`config.mk`:
```
export PLATFORM = sky130hd
export DESIGN_NAME = bcd_operand_entry
export DESIGN_NICKNAME = d
export VERILOG_FILES = /design/src/rtl/calc_pkg.sv /design/src/rtl/bcd_operand_entry_debounce.sv /design/src/rtl/bcd_operand_entry.sv
export SDC_FILE = /design/constraint.sdc
export NUM_CORES = 1
export LEC_CHECK = 0
export CAP_MARGIN = 30
export CORE_MARGIN = 4
export CORE_UTILIZATION = 35
export DETAILED_ROUTE_END_ITERATION = 6
export DONT_BUFFER_PORTS = 1
export PLACE_DENSITY_LB_ADDON = 0.3
export SLEW_MARGIN = 15
export SYNTH_ARGS = -nofsm -noshare
export SYNTH_HDL_FRONTEND = slang
export SYNTH_SLANG_ARGS = --single-unit
```
`constraint.sdc`:
```
create_clock -name clk -period 2.7 [get_ports clk]
set_clock_uncertainty 0.15 [all_clocks]
set_input_delay 0.54 -clock clk [delete_from_list [all_inputs] [get_ports clk]]
set_output_delay 0.54 -clock clk [all_outputs]
set_load 0.005 [all_outputs]
```
`src/rtl/calc_pkg.sv`:
```
// Shared encodings for the BCD calculator operand-entry path:
// entry-state codes, digit-select patterns and the BCD digit increment.
package calc_pkg;

   typedef enum logic [2:0] {
      S_A_HI = 3'd0,
      S_A_LO = 3'd1,
      S_B_HI = 3'd2,
      S_B_LO = 3'd3,
      S_DONE = 3'd4
   } state_t;

   localparam logic [3:0] BCD_MAX = 4'd9;

   localparam logic [3:0] DSEL_A_HI = 4'b1000;
   localparam logic [3:0] DSEL_A_LO = 4'b0100;
   localparam logic [3:0] DSEL_B_HI = 4'b0010;
   localparam logic [3:0] DSEL_B_LO = 4'b0001;
   localparam logic [3:0] DSEL_DONE = 4'b0000;

   function automatic logic [3:0] dsel_of(input state_t s);
      logic [3:0] d;
      case (s)
         S_A_HI:  d = DSEL_A_HI;
         S_A_LO:  d = DSEL_A_LO;
         S_B_HI:  d = DSEL_B_HI;
         S_B_LO:  d = DSEL_B_LO;
         default: d = DSEL_DONE;
      endcase
      return d;
   endfunction

   // Anything at or above 9 wraps to 0, so a digit can never leave 0..9.
   function automatic logic [3:0] bcd_inc(input logic [3:0] d);
      return (d >= BCD_MAX) ? 4'd0 : d + 4'd1;
   endfunction

endpackage

```
`src/rtl/bcd_operand_entry_debounce.sv`:
```
// One push-button channel: 2-FF synchronizer, stability counter and a
// registered single-cycle pulse on each accepted press (release is silent).
module btn_debounce #(
   parameter int DB_CYCLES = 40000,
   parameter int DB_W      = 16
) (
   input  logic clk,
   input  logic rst_n,
   input  logic btn_raw,
   output logic press
);

   localparam logic [DB_W-1:0] CNT_MAX = DB_W'(DB_CYCLES - 1);

   logic            sync1_q, sync2_q;
   logic            level_q, level_d;
   logic [DB_W-1:0] cnt_q, cnt_d;
   logic            press_q, press_d;

   always_comb begin
      level_d = level_q;
      cnt_d   = '0;
      press_d = 1'b0;
      if (sync2_q != level_q) begin
         if (cnt_q == CNT_MAX) begin
            level_d = sync2_q;
            press_d = sync2_q;
         end else begin
            cnt_d = cnt_q + DB_W'(1);
         end
      end
   end

   always_ff @(posedge clk or negedge rst_n) begin
      if (!rst_n) begin
         sync1_q <= 1'b0;
         sync2_q <= 1'b0;
         level_q <= 1'b0;
         cnt_q   <= '0;
         press_q <= 1'b0;
      end else begin
         sync1_q <= btn_raw;
         sync2_q <= sync1_q;
         level_q <= level_d;
         cnt_q   <= cnt_d;
         press_q <= press_d;
      end
   end

   assign press = press_q;

endmodule

```
`src/rtl/bcd_operand_entry.sv`:
```
// Operand-entry front end: four debounced buttons drive a digit-walk FSM
// that builds two packed-BCD operands plus the add/sub select.
module bcd_operand_entry
   import calc_pkg::*;
#(
   parameter int DB_CYCLES = 40000,
   parameter int DB_W      = 16,
   parameter int BLINK_BIT = 23
) (
   input  logic       clk,
   input  logic       rst_n,
   input  logic       btn_inc,
   input  logic       btn_next,
   input  logic       btn_op,
   input  logic       btn_clr,
   output logic [7:0] num1,
   output logic [7:0] num2,
   output logic       sel,
   output logic       ready,
   output logic [3:0] digit_sel,
   output logic       blink
);

   logic inc_p, next_p, op_p, clr_p;

   btn_debounce #(.DB_CYCLES(DB_CYCLES), .DB_W(DB_W)) u_db_inc (
      .clk(clk), .rst_n(rst_n), .btn_raw(btn_inc), .press(inc_p));
   btn_debounce #(.DB_CYCLES(DB_CYCLES), .DB_W(DB_W)) u_db_next (
      .clk(clk), .rst_n(rst_n), .btn_raw(btn_next), .press(next_p));
   btn_debounce #(.DB_CYCLES(DB_CYCLES), .DB_W(DB_W)) u_db_op (
      .clk(clk), .rst_n(rst_n), .btn_raw(btn_op), .press(op_p));
   btn_debounce #(.DB_CYCLES(DB_CYCLES), .DB_W(DB_W)) u_db_clr (
      .clk(clk), .rst_n(rst_n), .btn_raw(btn_clr), .press(clr_p));

   state_t         state_q, state_d;
   logic [7:0]     num1_q, num1_d;
   logic [7:0]     num2_q, num2_d;
   logic           sel_q, sel_d;
   logic           ready_q, ready_d;
   logic [3:0]     digit_sel_q, digit_sel_d;
   logic [BLINK_BIT:0] blink_cnt_q, blink_cnt_d;

   // clr outranks next, next outranks inc; op toggles independently of all three.
   always_comb begin
      state_d     = state_q;
      num1_d      = num1_q;
      num2_d      = num2_q;
      sel_d       = op_p ? ~sel_q : sel_q;
      blink_cnt_d = blink_cnt_q + 1'b1;
      if (clr_p) begin
         state_d = S_A_HI;
         num1_d  = 8'h00;
         num2_d  = 8'h00;
      end else if (next_p) begin
         case (state_q)
            S_A_HI:  state_d = S_A_LO;
            S_A_LO:  state_d = S_B_HI;
            S_B_HI:  state_d = S_B_LO;
            S_B_LO:  state_d = S_DONE;
            default: state_d = S_A_HI;
         endcase
      end else if (inc_p) begin
         case (state_q)
            S_A_HI:  num1_d[7:4] = bcd_inc(num1_q[7:4]);
            S_A_LO:  num1_d[3:0] = bcd_inc(num1_q[3:0]);
            S_B_HI:  num2_d[7:4] = bcd_inc(num2_q[7:4]);
            S_B_LO:  num2_d[3:0] = bcd_inc(num2_q[3:0]);
            default: ;
         endcase
      end
      ready_d     = (state_d == S_DONE);
      digit_sel_d = dsel_of(state_d);
   end

   always_ff @(posedge clk or negedge rst_n) begin
      if (!rst_n) begin
         state_q     <= S_A_HI;
         num1_q      <= 8'h00;
         num2_q      <= 8'h00;
         sel_q       <= 1'b1;
         ready_q     <= 1'b0;
         digit_sel_q <= DSEL_A_HI;
         blink_cnt_q <= '0;
      end else begin
         state_q     <= state_d;
         num1_q      <= num1_d;
         num2_q      <= num2_d;
         sel_q       <= sel_d;
         ready_q     <= ready_d;
         digit_sel_q <= digit_sel_d;
         blink_cnt_q <= blink_cnt_d;
      end
   end

   assign num1      = num1_q;
   assign num2      = num2_q;
   assign sel       = sel_q;
   assign ready     = ready_q;
   assign digit_sel = digit_sel_q;
   assign blink     = blink_cnt_q[BLINK_BIT];

endmodule

```
==> results.json, run 1 <==
{
  "grt_max_degree": 130,
  "endpoint_kind": "register",
  "power_leakage_nw": 2.95,
  "yosysSeqAreaShare": 0.540,
  "fill_cells": 1574,
  "status": "finished, violations left",
  "fmax_ghz": 0.474,
  "final_cell_mix": "dfrtp_1, nor2_1, xnor2_1, nand3_1, nand2_1",
  "drt-pass1-iter-count": 4,
  "worstSetupPathType": "register to register",
  "drtIter0Drc": 292,
  "tns_ps": 0,
  "cts.reportedPaths.clkPinSlew_ps": 60,
  "die_w_um": 139,
  "layout-drive-gt1-share": 0.0960,
  "numCtsBuffers": 17,
  "start_kind": "register",
  "max_cap_violations": 0,
  "final_common_cell": "dfrtp_1",
  "n_antenna_cell": 0,
  "netlist_instances": 559,
  "synth_ff_type": "dfrtp_1",
  "grt_pass1_vias": 4130,
  "violations": "negative hold slack",
  "powerDensity_mw_per_mm2": 649,
  "clockRootBuffer": "clkbuf_16",
  "dp_hpwl_mm": 7.05,
  "avgRoutedWirePerCell_um": 13.2,
  "gp_congestion": 0.780,
  "num_rows": 47,
  "max-vdd-ir-drop_mv": 0.396,
  "start_util": 0.358,
  "ff_latch_area_sq_mm": 0.00323,
  "portBuffers": 0,
  "hp-class": "primary input to async pin",
  "clock_path_buffers": 2,
  "yosysUniqueCellTypes": 49,
  "avgSynthCellArea_sq_um": 10.7,
  "syn_nets": 582,
  "antenna_left": 0,
  "netlist_area_sq_mm": 0.00599,
  "syn_to_final_growth_pct": 16.4,
  "grt.total_usage": 0.119,
  "drc": 0,
  "ys_async_sr_fraction": 1.00,
  "final_util": 0.417,
  "ys.warnings.count": 0,
  "cts_setup_buffers": 0,
  "die_area_sq_mm": 0.0193,
  "synth_edf_count": 0,
  "timing.hold.ws_ps": -316,
  "slew_headroom": 0.534,
  "min_period_ps": 2110,
  "cp.arrival_ps": 2240,
  "holdBufCountCts": 4,
  "htreeDepth": 4,
  "fin_crit_sh": 0.782,
  "drv_slew": 0,
  "ctsResizeCount": 0,
  "clock_latency_ps": 410,
  "critPathRequiredTime_ps": 2830,
  "antenna_found_initial": 0,
  "grt_overflow": 0,
  "cts_tree": "built",
  "multiInputGateArea_sq_mm": 0.00264,
  "ys_ff_latch": 129,
  "grt_first_pass_wirelength_mm": 19.2,
  "die_h_um": 139,
  "critPathMaxFanout": 7,
  "placeableCoreArea_sq_mm": 0.0167,
  "setup_violations": 0,
  "fin_nets": 604,
  "clkSinkCount": 129,
  "via_per_inst": 5.00,
  "rsz0062_at_grt": "false",
  "worst_pin_slew_ps": 693,
  "io_pins": 29,
  "vias": 4066,
  "wl_mm": 10.8,
  "hold_viol": 129
}
## Yosys cell counts, drive strengths merged, types with 8 or more instances
master | n | share of area
nand2 | 28 | 0.018
nand4 | 19 | 0.020
ha | 17 | 0.036
xor2 | 26 | 0.038
inv | 22 | 0.014
and3 | 8 | 0.0084
nor2 | 74 | 0.046
nor4 | 21 | 0.024
nor3 | 20 | 0.017
dfrtp | 127 | 0.53
xnor2 | 58 | 0.085
nand3 | 47 | 0.040
## per-stage QoR
stage | instances | power [mW] | cell area, sq um | setup WS [ps] | hold slack [ps]
after floorplan | 559 | 2.04 | 5990 | 736 | 94.4
after global placement | 778 | 2.06 | 6270 | 690 | 104
after detailed placement | 778 | 2.06 | 6270 | 581 | 104
after CTS | 814 | 4.60 | 6970 | 566 | -346
after global routing | 814 | 4.70 | 6970 | 369 | -356
final | 814 | 4.52 | 6970 | 590 | -316
## worst paths after layout
check | startpoint | end | slack (ps) | depth (start not counted)
worst min register to register | u_db_clr.sync1_q | u_db_clr.sync2_q | 200 | 0
worst max register to register | num2[0] | num2[3] | 590 | 6
worst max-delay path | num2[0] | num2[3] | 590 | 6
max in group asynchronous | rst_n | digit_sel[3] | 2500 | 0
min in group clk | u_db_clr.sync1_q | u_db_clr.sync2_q | 200 | 0
worst min-delay path | rst_n | u_db_op.cnt_q[4] | -320 | 0
## routing by layer
layer	up-vias	wire, um	share of wire	GRT usage
li1	1991	-	-	-
met1	2012	5020	0.47	0.145
met2	55	5220	0.48	0.192
met3	8	417	0.039	0.0431
met4	0	116	0.011	0.0499
met5	-	0	0	0
## state kept, by name, summed over array words and instances, names as in the netlist, 3 cells and up
signal and count:
state_q 3, u_db_op.cnt_q 16, num1 8, num2 8, u_db_inc.cnt_q 16, u_db_clr.cnt_q 16, blink_cnt_q 24, u_db_next.cnt_q 16
digit_sel 4
## where the power goes
| group | leakage, nW | switching (mW) | internal [mW] | total (mW) |
|---|---|---|---|---|
| clock | 0.304 | 0.843 | 1.65 | 2.49 |
| combinational | 0.891 | 0.0295 | 0.0253 | 0.0548 |
| sequential | 1.75 | 0.0213 | 1.96 | 1.98 |
## kinds of logic (layout without fill, tap and decap cells)
group,after synthesis,in the layout,share of synthesized area
simple gates,257,257,0.225
flops,129,129,0.540
xor+xnor,84,84,0.123
compound gates,35,35,0.0422
buf+inv,29,64,0.0199
fa+ha+maj,17,17,0.0355
mux,8,8,0.0148
## critical path: stages, from the launching register on
cell and delay [ps]:
dfrtp_1 460, inv_1 90, ha_1 130, or3b_2 430, a21oi_1 210, nand2b_1 130
o311ai_0 370
## cell type report
type                    instances  share of cell area
flip-flops and latches        129               0.464
multi-input cells             401               0.379
inverters                      22              0.0119
clock buffers                  21              0.0690
clock inverters                11              0.0251
repair buffers                 10              0.0122
well taps                     220              0.0395
(Power assumes the default switching activity.)
==> run 2, diff against run 1 <==
==> constraint.sdc (replaced) <==
create_clock -name clk -period 1.8 [get_ports clk]
set_clock_uncertainty 0.15 [all_clocks]
set_input_delay 0.36 -clock clk [delete_from_list [all_inputs] [get_ports clk]]
set_output_delay 0.36 -clock clk [all_outputs]
set_load 0.005 [all_outputs]
==> run 2 against run 1 <==
Against the previous run:
- the run ends with negative hold slack, negative setup slack left
- largest cell class unchanged
- sequential power increased by 49%
- wire length is 8.7% higher
- largest power group unchanged
- global-route usage up 0.81 points
- clock-buffer cell count decreased by 3
- setup slack worse by 730 ps
- fmax increased by 8.6%
- power increased by 44%
==> results.json, run 2 (synthesized netlist as in run 1, its figures left out) <==
{
  "fin_area_sq_mm": 0.00749,
  "via_per_inst": 5.03,
  "path_delay_family": "simple AND/OR/NAND/NOR gates",
  "rrSetupSlack_ps": -140,
  "critPathBufInv": 0,
  "powerDensity_mw_per_mm2": 867,
  "grt_pass1_vias": 4365,
  "clockRootBuffer": "clkbuf_16",
  "antenna_left": 0,
  "place_area_sq_mm": 0.00665,
  "r2r-start": "u_db_inc.cnt_q[13]",
  "max-vdd-ir-drop_mv": 0.594,
  "drv_slew": 0,
  "fill_cells": 1563,
  "clock_path_buffers": 2,
  "reg2reg_depth": 4,
  "worst_pin_slew_ps": 507,
  "die_h_um": 139,
  "max_cap_violations": 0,
  "drc": 0,
  "vias": 4360,
  "cts_tree": "built",
  "rsz0062_at_grt": "true",
  "cts.reportedPaths.clkPinSlew_ps": 60,
  "violations": "negative hold slack, negative setup slack",
  "largest_reg_flops": 24,
  "critPathMaxFanout": 2,
  "syn_to_final_growth_pct": 25.1,
  "ff_latch_area_sq_mm": 0.00323,
  "grt_max_degree": 130,
  "grt_overflow": 0,
  "crit_chain": "or4b_1, or3_4, nor2_4, mux2_4",
  "start_kind": "register",
  "fin_nets": 657,
  "die_w_um": 139,
  "endpoint_kind": "register",
  "timing.hold.ws_ps": -500,
  "grt.total_usage": 0.127,
  "final_util": 0.448,
  "clkSinkCount": 129,
  "placeableCoreArea_sq_mm": 0.0167,
  "io_pins": 29,
  "numCtsBuffers": 17,
  "status": "finished, violations left",
  "cp.arrival_ps": 2090,
  "rr_endpoint": "u_db_inc.level_q",
  "worstSetupPathType": "register to register",
  "n_antenna_cell": 0,
  "grt_first_pass_wirelength_mm": 20.5,
  "die_area_sq_mm": 0.0193,
  "hp-class": "primary input to async pin",
  "final_common_cell": "dfrtp_1",
  "layout-drive-gt1-share": 0.215,
  "antenna_found_initial": 0,
  "holdBufCountCts": 4,
  "gp_congestion": 0.799,
  "critPathRequiredTime_ps": 1950,
  "hold_viol": 129,
  "min_period_ps": 1940,
  "cp_slowest_stage_delay_ps": 520,
  "portBuffers": 0,
  "fmax_ghz": 0.515,
  "largest_register": "blink_cnt_q",
  "wl_mm": 11.7,
  "num_rows": 47,
  "setup_violations": 17,
  "drt-pass1-iter-count": 4,
  "start_util": 0.358,
  "totalPowerFinal_mw": 6.49,
  "drtIter0Drc": 323,
  "dp_hpwl_mm": 7.78,
  "htreeDepth": 4,
  "clock_latency_ps": 420,
  "slowest_stage": "or4b_1",
  "power_leakage_nw": 3.23,
  "multiInputGateArea_sq_mm": 0.00281,
  "place_ws_ps": -165,
  "fin_crit_sh": 1.08,
  "avgRoutedWirePerCell_um": 13.5,
  "slew_headroom": 0.660,
  "final_cell_mix": "dfrtp_1, nor2_1, xnor2_1, buf_4, nand3_1",
  "fin_ws_ps": -143
}
==> run 2: cell count changes in the layout (fill, tap and decap cells not counted), moves of 4 or more <==
cell / before / now
buf_4: 6 / 58
clkbuf_8: 4 / 0
clkinv_2: 0 / 4
inv_1: 22 / 18
inv_2: 0 / 4
mux2_2: 7 / 3
mux2_4: 0 / 4
nor4_1: 20 / 13
nor4_2: 0 / 7
or3b_2: 4 / 0
or3b_4: 0 / 4
==> run 2: power by group <==
part	leakage [nW]	switching (mW)	total (mW)	internal, mW
clock	0.278	1.27	3.43	2.17
combinational	1.20	0.0490	0.0957	0.0467
sequential	1.75	0.0307	2.96	2.93
==> run 2: what timing repair did <==
item,in CTS,in global routing
pin swaps,4,13
hold endpoints to repair,133,129
resized for setup,12,25
setup endpoints to repair,30,54
setup buffers,1,6
==> run 2: metal layers <==
| layer | global-route usage | part of all wire |
|---|---|---|
| met1 | 0.164 | 0.45 |
| met2 | 0.202 | 0.49 |
| met3 | 0.0403 | 0.039 |
| met4 | 0.0474 | 0.017 |
| met5 | 0 | 0 |
==> run 2: worst max-delay path by stage <==
stage,from,to,slack (ps),cells after the start
2_1_floorplan,u_db_inc.cnt_q[8],u_db_inc.level_q,-140,4
3_3_place_gp,u_db_inc.cnt_q[13],u_db_inc.level_q,-140,4
3_5_place_dp,u_db_inc.cnt_q[13],u_db_inc.level_q,-160,4
4_1_cts,u_db_inc.cnt_q[13],u_db_inc.level_q,-170,4
5_1_grt,u_db_inc.cnt_q[13],u_db_inc.level_q,-200,4
6_report,u_db_inc.cnt_q[13],u_db_inc.level_q,-140,4
==> run 2: stage by stage <==
stage | std cells | TNS [ps]
after global routing | 867 | -2950
final | 867 | -1810
after detailed placement | 824 | -2270
after CTS | 861 | -1820
after global placement | 824 | -918
after floorplan | 559 | -1090
==> run 2: area by class of cell <==
type,count,area share
sequential,129,0.431
multi-input combinational,401,0.375
timing repair buffer,63,0.0662
clock buffer,18,0.0573
tap,220,0.0368
clock inverter,14,0.0221
inverter,22,0.0110
==> run 3, diff against run 2 <==
--- a/config.mk
+++ b/config.mk
@@ -6,7 +6,7 @@
 export NUM_CORES = 1
 export LEC_CHECK = 0
 export CAP_MARGIN = 30
-export CORE_MARGIN = 4
+export CORE_MARGIN = 2
 export CORE_UTILIZATION = 35
 export DETAILED_ROUTE_END_ITERATION = 6
 export DONT_BUFFER_PORTS = 1
==> run 3 against run 2 <==
Against the previous run:
- the flow still finishes with violations (negative hold slack, negative setup slack)
- flip-flop and latch count stayed put
- clock-buffer cell count is 1 higher
- setup slack worse by 2.9 ps
- core utilization grew 0.26 points
- global-route usage increased by 0.92 points
- die area is 5.7% lower
- critical endpoint unchanged
- worst hold slack got worse by 0.84 ps
- non-clock buffer count is 10 higher
==> results.json, run 3 (synthesized netlist as in run 1, its figures left out) <==
{
  "status": "finished, violations left",
  "violations": "negative hold slack, negative setup slack",
  "via_per_inst": 4.96,
  "p_seq_frac": 0.478,
  "cp_slowest_stage_delay_ps": 520,
  "numCtsBuffers": 17,
  "wl_mm": 11.6,
  "rsz0062_at_grt": "true",
  "place_ws_ps": -179,
  "cts.reportedPaths.clkPinSlew_ps": 60,
  "n_antenna_cell": 0,
  "crit_end": "u_db_inc.level_q",
  "power_leakage_nw": 3.27,
  "die_area_sq_mm": 0.0182,
  "tns_ps": -1720,
  "io_pins": 29,
  "reg2reg_depth": 4,
  "hp-class": "primary input to async pin",
  "syn_to_final_growth_pct": 25.4,
  "placeableCoreArea_sq_mm": 0.0166,
  "clkSinkCount": 129,
  "slew_headroom": 0.748,
  "largest_register": "blink_cnt_q",
  "crit_cells": 4,
  "die_h_um": 135,
  "crit_chain": "or4b_1, or3_4, nor2_4, mux2_4",
  "portBuffers": 0,
  "final_common_cell": "dfrtp_1",
  "ff_latch_area_sq_mm": 0.00323,
  "combinationalPowerShare": 0.015,
  "dp_cells": 831,
  "clock_path_buffers": 2,
  "multiInputGateArea_sq_mm": 0.00280,
  "cts_tree": "built",
  "clockRootBuffer": "clkbuf_16",
  "critPathRequiredTime_ps": 1950,
  "max_cap_violations": 0,
  "num_rows": 47,
  "drtIter0Drc": 284,
  "final_cell_mix": "dfrtp_1, nor2_1, buf_4, xnor2_1, nand3_1",
  "rr_endpoint": "u_db_inc.level_q",
  "startpoint": "u_db_inc.cnt_q[13]",
  "endpoint_kind": "register",
  "vias": 4349,
  "fill_cells": 1473,
  "holdBufCountCts": 4,
  "setup_violations": 17,
  "grt_first_pass_wirelength_mm": 19.9,
  "antenna_found_initial": 0,
  "drv_slew": 0,
  "avgRoutedWirePerCell_um": 13.2,
  "drt-pass1-iter-count": 4,
  "internal_power_mw": 4.92,
  "gp_congestion": 0.788,
  "powerDensity_mw_per_mm2": 827,
  "critPathBufInv": 0,
  "dp_hpwl_mm": 7.71,
  "fin_nets": 667,
  "fin_ws_ps": -145,
  "worstSetupPathType": "register to register",
  "p_clk_frac": 0.507,
  "timing.hold.ws_ps": -501,
  "r2r-start": "u_db_inc.cnt_q[13]",
  "cp.arrival_ps": 2090,
  "max-vdd-ir-drop_mv": 0.605,
  "die_w_um": 135,
  "grt_max_degree": 130,
  "start_util": 0.360,
  "grt_overflow": 0,
  "min_period_ps": 1950,
  "path_delay_family": "simple AND/OR/NAND/NOR gates",
  "instances_no_fill": 876,
  "hold_viol": 129,
  "power.switching_mw": 1.29,
  "rrSetupSlack_ps": -150,
  "layout-drive-gt1-share": 0.227,
  "worst_pin_slew_ps": 376,
  "start_kind": "register",
  "grt.total_usage": 0.136,
  "fmax_ghz": 0.514,
  "critPathMaxFanout": 2,
  "grt_pass1_vias": 4395,
  "slowest_stage": "or4b_1",
  "antenna_left": 0,
  "fin_crit_sh": 1.08,
  "swShare": 0.207,
  "clock_latency_ps": 420,
  "htreeDepth": 4,
  "largest_reg_flops": 24,
  "drc": 0
}
==> run 3: cell types whose count changed in the layout (fill, tap and decap cells not counted), sizes merged <==
cell | previous run | this run
buf | 59 | 69
bufinv | 3 | 1
inv | 23 | 22
clkinv | 5 | 8
clkbuf | 18 | 19
clkinvlp | 5 | 3
==> run 3: layout make-up <==
type | instances | area share
Multi-Input combinational cell | 401 | 0.373
Tap cell | 220 | 0.0367
Clock buffer | 19 | 0.0603
Inverter | 22 | 0.0110
Sequential cell | 129 | 0.430
Timing Repair Buffer | 73 | 0.0765
Clock inverter | 12 | 0.0123
==> run 3: how the worst min path moves through the flow <==
stage                            end  slack (ps)  cells after the start
finish                       num2[7]        -500                      0
global route        u_db_op.cnt_q[9]        -530                      0
CTS                 u_db_op.cnt_q[9]        -530                      0
detailed placement  u_db_op.cnt_q[0]         -80                      0
global placement    u_db_op.cnt_q[1]         -80                      0
floorplan             blink_cnt_q[0]         -90                      0
==> run 3: per-stage QoR <==
step / total power, mW / utilization / hold slack (ps) / instance area, sq um
final: 6.20 / 0.451 / -501 / 7510
after global placement: 3.10 / 0.403 / -78.9 / 6700
after global routing: 6.42 / 0.451 / -527 / 7510
after detailed placement: 3.10 / 0.403 / -79.2 / 6700
after floorplan: 3.07 / - / -85.6 / 6010
after CTS: 6.29 / 0.441 / -526 / 7350
==> run 3: per-layer routing <==
layer	up-vias	part of all wire	global-route usage
met5	-	0	0
met4	0	0.015	0.0538
met3	14	0.029	0.0394
met2	51	0.50	0.226
met1	2167	0.46	0.168
li1	2117	-	-
==> run 3: power groups by stage <==
stage	Combinational, mW	Sequential [mW]	Clock [mW]
after floorplan	0.0592	3.01	0
after global placement	0.0873	3.01	0
after detailed placement	0.0881	3.01	0
after CTS	0.0956	2.96	3.23
after global routing	0.109	2.97	3.35
final	0.0957	2.97	3.14
==> run 3: what timing repair did <==
item	4_1_cts	5_1_grt
pin swaps	5	11
buffers inserted	2	8
gates resized for setup	13	25
endpoints found under the hold margin	133	129
endpoints found under the setup margin	33	68
